[src/rtl/seq_control_path.sv]
// seq_control_path: parametrised control FSM for the display/counter datapath.
// Issues registered strobes to the s (step counter) and y (value/selector)
// registers for four regimes: OFF, LIST (timed countdown), COUNT (rate-divided
// up/down count with y carry) and LOAD (store x into y, then preset s).
// Each state decides its outputs combinationally; they become visible on the
// edge that leaves the state, so every output is a plain register.
module seq_control_path #(
    parameter int S_W        = 4,
    parameter int LIST_START = 6,
    parameter int LIST_STEP  = 2,
    parameter int LIST_STEPS = 4,
    parameter int DWELL      = 3,
    parameter int COUNT_DIV  = 1,
    parameter int LOAD_VAL   = 0
) (
    input  logic           clk,
    input  logic           rst,
    input  logic [1:0]     mode_req,
    input  logic           start,
    input  logic           dir,
    input  logic           y_carry,
    output logic [1:0]     regime,
    output logic           active,
    output logic           done,
    output logic           s_en,
    output logic           s_load,
    output logic [S_W-1:0] s_load_val,
    output logic           s_add,
    output logic [S_W-1:0] s_step,
    output logic           y_en,
    output logic           y_store_x,
    output logic [1:0]     y_select_next
);

    localparam int TMR_W = $clog2(DWELL + 1);
    localparam int CNT_W = $clog2(LIST_STEPS + 1);
    localparam int DIV_W = $clog2(COUNT_DIV + 1);

    typedef enum logic [2:0] {
        ST_IDLE,
        ST_LIST_WAIT,
        ST_LIST_RUN,
        ST_COUNT,
        ST_LOAD_X,
        ST_LOAD_SEL,
        ST_LOAD_S,
        ST_LOAD_END
    } state_t;

    state_t           state, state_nxt;
    logic [TMR_W-1:0] tmr, tmr_nxt;
    logic [CNT_W-1:0] cnt, cnt_nxt;
    logic [DIV_W-1:0] div, div_nxt;

    logic [1:0]     regime_nxt;
    logic           active_nxt, done_nxt;
    logic           s_en_nxt, s_load_nxt, s_add_nxt;
    logic [S_W-1:0] s_load_val_nxt, s_step_nxt;
    logic           y_en_nxt, y_store_x_nxt;
    logic [1:0]     y_select_next_nxt;

    // State, sequencing counters and all registered outputs.
    always_ff @(posedge clk or posedge rst) begin
        if (rst) begin
            state         <= ST_IDLE;
            tmr           <= '0;
            cnt           <= '0;
            div           <= '0;
            regime        <= 2'd0;
            active        <= 1'b0;
            done          <= 1'b0;
            s_en          <= 1'b0;
            s_load        <= 1'b0;
            s_load_val    <= '0;
            s_add         <= 1'b0;
            s_step        <= '0;
            y_en          <= 1'b0;
            y_store_x     <= 1'b0;
            y_select_next <= 2'd0;
        end else begin
            state         <= state_nxt;
            tmr           <= tmr_nxt;
            cnt           <= cnt_nxt;
            div           <= div_nxt;
            regime        <= regime_nxt;
            active        <= active_nxt;
            done          <= done_nxt;
            s_en          <= s_en_nxt;
            s_load        <= s_load_nxt;
            s_load_val    <= s_load_val_nxt;
            s_add         <= s_add_nxt;
            s_step        <= s_step_nxt;
            y_en          <= y_en_nxt;
            y_store_x     <= y_store_x_nxt;
            y_select_next <= y_select_next_nxt;
        end
    end

    // Next-state and next-output decode; strobes default low, operands hold.
    always_comb begin
        state_nxt         = state;
        tmr_nxt           = tmr;
        cnt_nxt           = cnt;
        div_nxt           = div;
        active_nxt        = active;
        done_nxt          = 1'b0;
        s_en_nxt          = 1'b0;
        s_load_nxt        = 1'b0;
        s_load_val_nxt    = s_load_val;
        s_add_nxt         = s_add;
        s_step_nxt        = s_step;
        y_en_nxt          = 1'b0;
        y_store_x_nxt     = 1'b0;
        y_select_next_nxt = y_select_next;

        case (state)
            ST_IDLE: begin
                case (mode_req)
                    2'd1: state_nxt = ST_LIST_WAIT;
                    2'd2: begin
                        state_nxt = ST_COUNT;
                        div_nxt   = '0;
                    end
                    2'd3: state_nxt = ST_LOAD_X;
                    default: state_nxt = ST_IDLE;
                endcase
            end
            ST_LIST_WAIT: begin
                if (mode_req == 2'd0) begin
                    state_nxt = ST_IDLE;
                end else if (start) begin
                    s_en_nxt       = 1'b1;
                    s_load_nxt     = 1'b1;
                    s_load_val_nxt = S_W'(LIST_START);
                    active_nxt     = 1'b1;
                    tmr_nxt        = TMR_W'(DWELL - 1);
                    cnt_nxt        = CNT_W'(LIST_STEPS - 1);
                    state_nxt      = ST_LIST_RUN;
                end
            end
            ST_LIST_RUN: begin
                if (!start) begin
                    // Abort wins over any strobe due this cycle.
                    s_en_nxt       = 1'b1;
                    s_load_nxt     = 1'b1;
                    s_load_val_nxt = S_W'(LIST_START);
                    active_nxt     = 1'b0;
                    state_nxt      = ST_IDLE;
                end else if (tmr == '0) begin
                    tmr_nxt = TMR_W'(DWELL - 1);
                    if (cnt != '0) begin
                        s_en_nxt   = 1'b1;
                        s_add_nxt  = 1'b0;
                        s_step_nxt = S_W'(LIST_STEP);
                        cnt_nxt    = cnt - CNT_W'(1);
                    end else begin
                        s_en_nxt       = 1'b1;
                        s_load_nxt     = 1'b1;
                        s_load_val_nxt = S_W'(LIST_START);
                        active_nxt     = 1'b0;
                        done_nxt       = 1'b1;
                        state_nxt      = ST_IDLE;
                    end
                end else begin
                    tmr_nxt = tmr - TMR_W'(1);
                end
            end
            ST_COUNT: begin
                if (start) begin
                    if (div == '0) begin
                        s_en_nxt   = 1'b1;
                        s_step_nxt = S_W'(1);
                        s_add_nxt  = dir;
                        div_nxt    = DIV_W'(COUNT_DIV - 1);
                        if (y_carry) begin
                            y_en_nxt          = 1'b1;
                            y_store_x_nxt     = 1'b0;
                            y_select_next_nxt = 2'd1;
                        end
                    end else begin
                        div_nxt = div - DIV_W'(1);
                    end
                end else begin
                    div_nxt = '0;
                    if (mode_req == 2'd0) state_nxt = ST_IDLE;
                end
            end
            ST_LOAD_X: begin
                y_en_nxt      = 1'b1;
                y_store_x_nxt = 1'b1;
                state_nxt     = ST_LOAD_SEL;
            end
            ST_LOAD_SEL: begin
                y_en_nxt          = 1'b1;
                y_store_x_nxt     = 1'b0;
                y_select_next_nxt = 2'd2;
                state_nxt         = ST_LOAD_S;
            end
            ST_LOAD_S: begin
                s_en_nxt       = 1'b1;
                s_load_nxt     = 1'b1;
                s_load_val_nxt = S_W'(LOAD_VAL);
                state_nxt      = ST_LOAD_END;
            end
            ST_LOAD_END: begin
                done_nxt  = 1'b1;
                state_nxt = ST_IDLE;
            end
            default: state_nxt = ST_IDLE;
        endcase

        case (state_nxt)
            ST_LIST_WAIT, ST_LIST_RUN:                     regime_nxt = 2'd1;
            ST_COUNT:                                      regime_nxt = 2'd2;
            ST_LOAD_X, ST_LOAD_SEL, ST_LOAD_S, ST_LOAD_END: regime_nxt = 2'd3;
            default:                                       regime_nxt = 2'd0;
        endcase
    end

endmodule

[config.mk]
export PLATFORM = sky130hd
export DESIGN_NAME = seq_control_path
export DESIGN_NICKNAME = d
export VERILOG_FILES = /design/src/rtl/seq_control_path.sv
export SDC_FILE = /design/constraint.sdc
export NUM_CORES = 1
export LEC_CHECK = 0
export ABC_AREA = 1
export CAP_MARGIN = 20
export CORE_MARGIN = 2
export CORE_UTILIZATION = 45
export CTS_CLUSTER_DIAMETER = 150
export DETAILED_ROUTE_END_ITERATION = 8
export PLACE_DENSITY_LB_ADDON = 0.25
export SETUP_SLACK_MARGIN = 0.2
export SYNTH_ARGS = -nofsm -noshare
export SYNTH_HDL_FRONTEND = slang
export SYNTH_SLANG_ARGS = --single-unit
[constraint.sdc]
create_clock -name clk -period 1.2 [get_ports clk]
set_input_delay 0.36 -clock clk [delete_from_list [all_inputs] [get_ports clk]]
set_output_delay 0.36 -clock clk [all_outputs]
set_load 0.01 [all_outputs]
==> impl_metrics.toml, run 1 <==
[critical_path]
arrival_ps = 1600
crit_type = "reg2reg"
reg2reg_slack_ps = -180
crit_chain = "clkinv_4 > nand2_4 > nor2_4 > nand2_2 > nand2_2 > nor3_4 > nor2_1 > nor2_1"
cp_max_fo = 5
reg2reg_from = "state[0]$_DFF_PP0_"
cpPeakStageDelay_ps = 490
cp-start-kind = "flop"
cp.buffers_inverters = 1
critical_path.endpoint_type = "flop"
critPathLaunch = "state[0]$_DFF_PP0_"
crit_slowest_cell = "dfrtp_2"
critPathRequiredTime_ps = 1420
cp_top_family = "simple AND/OR/NAND/NOR gates"

[power_and_ir_drop]
p_clk_share_pct = 8.2
irDropWorstVdd_mv = 1.78
switching_power_mw = 2.25
power_density_nw_per_um2 = 2480
combPwrFrac_pct = 66.3
power_leakage_nw = 1.03
power_frac_seq_pct = 25.5
internal_power_mw = 2.92
swShare_pct = 43.6

[sta]
slew_violations = 0
setup_viol = 28
hold_viol_final = 0
skew_ps = 4.09
rsz0062_at_grt = "true"
timing.final.crit_share_pct = 115
worst_slack_ps = -179
finalCriticalPeriod_ps = 1380
fmax_mhz = 725
setup_tns_ps = -2200

[synthesis]
avgSynthCellArea_um2 = 8.74
synthTopCellsByArea = "dfrtp_1, ha_1, inv_1"
ys_seq_area_share_pct = 44.0
synth-seq-cells = 22
yosysUniqueCellTypes = 29
yosysTopAreaCell = "dfrtp_1"
yosysTopAreaCellShare_pct = 44.0
synthCells = 143
yosys_warnings = 0
syn_area_um2 = 1250

[grt]
grt-busiest-layer = "met2"
antenna_found_initial = 0
grt_pass1_vias = 1218
grt.total_usage_pct = 22.6
grt_start_max_net_pins = 23
use_met3_pct = 3.92
grt_use_met2_pct = 39.0
gr-usage-met1_pct = 27.1
grt_first_pass_wirelength_um = 5550
grt.overflow.total = 0

[routing]
vias = 1240
drt_iter0_markers = 33
routed_wl_um = 3740
first_pass_iters = 4
via_per_inst = 5.08
wire_per_inst_um = 15.3
ant_nets = 0
drc_errors = 0

[min_path]
hold_class = "in2async"

[floorplan]
core_um2 = 2690
ioPinCount = 26
initial_core_util_pct = 46.5
die_x_um = 56.7
fp.dieArea_um2 = 3220
dieHeight_um = 56.7
num_rows = 19

[clock_tree]
clockRootBuffer = "clkbuf_4"
clk_pin_slew_ps = 130
clockBufferDepth = 2
htreeDepth = 1
cts_buffers = 3
cts_tree = "built"
worst_skew_pair.late_latency_ps = 320
cts_sinks = 22

[final_layout]
num_antenna_cells = 0
fin_nets = 228
drive_gt1_share_pct = 64.3
syn_to_final_growth_pct = 66.9
post-route-util_pct = 77.6

[place]
io_buffers = 21
gp_congestion = 0.984
pre_cts_ws_ps = -717
hpwl_um = 2000

[run_status]
status = "complete, but fails checks"
violations = "negative setup slack"

[job]
drv_cap = 0
metal layers:
layer  share of wire (%)  up-vias
met5                   0        -
met4                 3.1        0
met3                 3.8       13
met2                  52       37
met1                  41      603
li1                    -      587
final timing paths:
path                                              end  cells past startpoint
worst max-delay path            s_step[1]$_DFFE_PP0P_                      8
worst min-delay path                 s_load$_DFF_PP0_                      3
worst max register to register  s_step[1]$_DFFE_PP0P_                      8
worst min register to register     cnt[2]$_DFFE_PP0P_                      3
max in group asynchronous          state[1]$_DFF_PP0_                      3
min in group clk                   state[2]$_DFF_PP0_                      4
synth_stat cells (all sizes together):
cell type,number
a21oi,2
a22oi,2
a31oi,1
buf,7
clkinv,1
conb,1
dfrtp,22
ha,7
inv,26
nand2,20
nand3,13
nand4,4
nor2,22
nor3,2
o21ai,10
o22ai,1
o31a,1
xor2,1
worst reg2reg max path, stage by stage, from the launching register on:
cell and delay (ps):
dfrtp_2 490, clkinv_4 110, nand2_4 50, nor2_4 190, nand2_2 130, nand2_2 100
nor3_4 50, nor2_1 100, nor2_1 50
state kept, by name (all words and copies together), names as in the netlist, 2 cells and up:
name	cells
state	3
cnt	3
s_step	2
regime	2
y_select_next	2
tmr	2
area by class of cell:
class / instances / area (µm²)
tap: 31 / 38.8
inverter: 27 / 141
fill: 167 / 601
sequential: 22 / 553
multi-input combinational: 90 / 768
clock buffer: 4 / 36.3
timing repair buffer: 70 / 548
what timing repair did:
item	CTS	global route
gates resized for setup	118	21
pin swaps	21	8
endpoints found under the hold margin	0	0
endpoints found under the setup margin	37	37
setup buffers	13	11
hold buffers	0	0
layout by cell type, fill, tap and decap left out, drive strengths merged, types with 2 or more instances in the layout:
cell,count
nand2,20
inv,25
buf,66
ha,7
nor2,22
nor3,2
a21oi,2
o21ai,10
nand3,13
conb,4
nand4,4
dfrtp,22
clkbuf,4
clkdlybuf4s50,3
clkinv,2
a22oi,2
power by group through the flow:
stage,Combinational [mW],Clock (mW),Sequential (mW)
3_3_place_gp,2.29,0,1.27
2_1_floorplan,1.28,0,1.32
5_1_grt,3.68,0.461,1.36
6_report,3.43,0.424,1.32
4_1_cts,2.84,0.425,1.29
3_5_place_dp,2.34,0,1.28
kinds of logic (layout without fill, tap and decap cells):
family | after synthesis | after routing | synth area share, %
AND/OR/NAND/NOR | 61 | 61 | 26.3
buffers and inverters | 34 | 101 | 13.0
flip-flops | 22 | 22 | 44.0
AO/OA/AOI/OAI | 17 | 17 | 8.61
adder cells (fa/ha/maj) | 7 | 7 | 7.01
other | 1 | 4 | 0.300
XOR/XNOR | 1 | 1 | 0.701
through the flow:
step                hold slack (ps)  std cells  area (µm²)  total power, mW
floorplan                       349        146        1330             2.59
global placement                482        216        1710             3.56
detailed placement              498        216        1710             3.62
CTS                             364        233        1920             4.56
global route                    370        244        2090             5.50
finish                          348        244        2090             5.17
No activity file was read; power rests on OpenSTA's default activity.
==> run 2, diff against run 1 <==
--- a/config.mk
+++ b/config.mk
@@ -6,13 +6,15 @@
 export NUM_CORES = 1
 export LEC_CHECK = 0
 export ABC_AREA = 1
-export CAP_MARGIN = 20
+export CAP_MARGIN = 5
 export CORE_MARGIN = 2
 export CORE_UTILIZATION = 45
 export CTS_CLUSTER_DIAMETER = 150
 export DETAILED_ROUTE_END_ITERATION = 8
+export GPL_TIMING_DRIVEN = 0
 export PLACE_DENSITY_LB_ADDON = 0.25
 export SETUP_SLACK_MARGIN = 0.2
+export SKIP_LAST_GASP = 1
 export SYNTH_ARGS = -nofsm -noshare
 export SYNTH_HDL_FRONTEND = slang
 export SYNTH_SLANG_ARGS = --single-unit
==> run 2 against run 1 <==
  * Clock skew decreased by 1.3 ps
  * Sequential power decreased by 6%
  * Fmax increased by 0.86%
  * Combinational power increased by 3%
  * Clock power about the same
  * Die area unchanged
  * Clock-buffer cell count unchanged
  * Non-clock buffer count decreased by 13
  * First-iteration DRC count increased by 33%
  * Global-route usage increased by 0.23 points
  * Worst hold slack improved by 42 ps
  * Critical endpoint is now regime[0]$_DFF_PP0_
  * Via count decreased by 2.2%
  * Largest power group unchanged
  * The run still ends with negative setup slack left
==> impl_metrics.toml, run 2 (synthesis results as in run 1) <==
[power_and_ir_drop]
irDropWorstVdd_mv = 2.04
power_density_nw_per_um2 = 2530
power_leakage_nw = 0.976
power_frac_seq_pct = 23.8
swShare_pct = 44.9
combPwrFrac_pct = 68.0
p_clk_share_pct = 8.2
switching_power_mw = 2.34
internal_power_mw = 2.87

[critical_path]
crit_slowest_cell = "dfrtp_2"
arrival_ps = 1570
cpPeakStageDelay_ps = 470
crit_top_cell = "nand3_1"
critPathRequiredTime_ps = 1410
crit_type = "reg2reg"
critical_path.endpoint_type = "flop"
crit_chain = "inv_4 > nand2_4 > nor2_4 > nand3_2 > inv_1 > nor2_1 > nand3_1 > nand3_1"
cp-start-kind = "flop"
cp_max_fo = 4

[routing]
wire_per_inst_um = 16.4
routed_wl_um = 3780
drc_errors = 0
drt_iter0_markers = 44
first_pass_iters = 4
ant_nets = 0
via_per_inst = 5.25
vias = 1213

[sta]
whs_ps = 390
skew_ps = 2.79
slew_violations = 0
hold_viol_final = 0
setup_tns_ps = -1980
worst_slack_ps = -167
timing.final.crit_share_pct = 114
rsz0062_at_grt = "true"
fmax_mhz = 732
finalCriticalPeriod_ps = 1370
setup_viol = 25

[clock_tree]
cts_buffers = 3
htreeDepth = 1
cts_sinks = 22
cts_tree = "built"
clk_pin_slew_ps = 130
worst_skew_pair.late_latency_ps = 320
clockRootBuffer = "clkbuf_4"
clockBufferDepth = 2
postCtsHoldBufs = 0

[final_layout]
fillers = 163
fin_nets = 215
stdcell_count = 231
largest_registers = "cnt: 3 flops, state: 3 flops"
num_antenna_cells = 0
multi_input_area_um2 = 801
design_area_um2 = 2060
syn_to_final_growth_pct = 64.9
post-route-util_pct = 76.7
regArea_um2 = 552
drive_gt1_share_pct = 61.5
mostFrequentLayoutCells = "buf_4, dfrtp_1, buf_2"

[floorplan]
ioPinCount = 26
initial_core_util_pct = 46.5
dieHeight_um = 56.7
num_rows = 19
fp.dieArea_um2 = 3220
core_um2 = 2690
die_x_um = 56.7

[job]
drv_cap = 0

[place]
hpwl_um = 1950
dpl_cell_area_um2 = 1570
io_buffers = 21
dpl.cell_count = 198
gp_congestion = 0.872

[run_status]
status = "complete, but fails checks"
violations = "negative setup slack"

[grt]
grt_start_max_net_pins = 23
grt_first_pass_wirelength_um = 5490
grt_pass1_vias = 1167
grt.overflow.total = 0
antenna_found_initial = 0
grt.total_usage_pct = 22.8

[min_path]
hold_class = "in2async"
run 2: cell count changes in the layout (fill, tap and decap cells not counted), sizes merged:
cell           change
clkdlybuf4s15      +2
inv                -1
dlygate4sd2        -1
clkinvlp           +1
buf               -14
run 2: routing by layer:
metal  up-vias  GRT usage (%)  part of all wire (%)
met2        44           40.4                    53
met1       593           26.0                    39
met4         0           11.9                   3.7
met3        14           3.69                   3.6
li1        562              -                     -
met5         -              0                     0
run 2: stage by stage:
stage / setup slack [ps] / power [mW]
after floorplan: -7.60 / 2.59
after global placement: -719 / 3.24
after detailed placement: -767 / 3.33
after CTS: -138 / 4.56
after global routing: -207 / 5.47
final: -167 / 5.21
run 2: final cells by class:
class	instances	share of cell area, %
Sequential cell	22	26.8
Inverter	27	7.53
Buffer	7	3.70
Clock buffer	4	1.76
Multi-Input combinational cell	90	38.9
Timing Repair Buffer	50	19.5
Tap cell	31	1.88
run 2: path summary, 6_finish.rpt:
path / from / end / slack [ps] / depth (start not counted)
min reg2reg: y_select_next[1]$_DFFE_PP0P_ / y_select_next[1]$_DFFE_PP0P_ / 530 / 2
min: rst / y_store_x$_DFF_PP0_ / 390 / 2
max: state[0]$_DFF_PP0_ / regime[0]$_DFF_PP0_ / -170 / 8
max reg2reg: state[0]$_DFF_PP0_ / regime[0]$_DFF_PP0_ / -170 / 8
max in group asynchronous: rst / state[0]$_DFF_PP0_ / 500 / 2
min in group clk: y_select_next[1]$_DFFE_PP0P_ / y_select_next[1]$_DFFE_PP0P_ / 530 / 2
run 2: worst max-delay path, delay by kind of cell, from the launching register on:
| kind | cells | cell delay [ps] |
|---|---|---|
| DFF | 1 | 470 |
| buffers and inverters | 2 | 190 |
| and+or+nand+nor | 6 | 600 |
run 2: timing repair:
| action | in CTS | in global routing |
|---|---|---|
| setup endpoints to repair | 58 | 36 |
| cloned | 1 | 0 |
| pin swaps | 22 | 13 |
| endpoints found under the hold margin | 0 | 0 |
| gates resized for setup | 130 | 22 |
| setup buffers | 21 | 7 |
run 2: power groups by stage:
stage / Sequential (mW) / Combinational [mW] / Clock, mW
floorplan: 1.32 / 1.28 / 0
global placement: 1.22 / 2.02 / 0
detailed placement: 1.24 / 2.09 / 0
CTS: 1.22 / 2.93 / 0.408
global route: 1.26 / 3.74 / 0.466
finish: 1.24 / 3.54 / 0.426
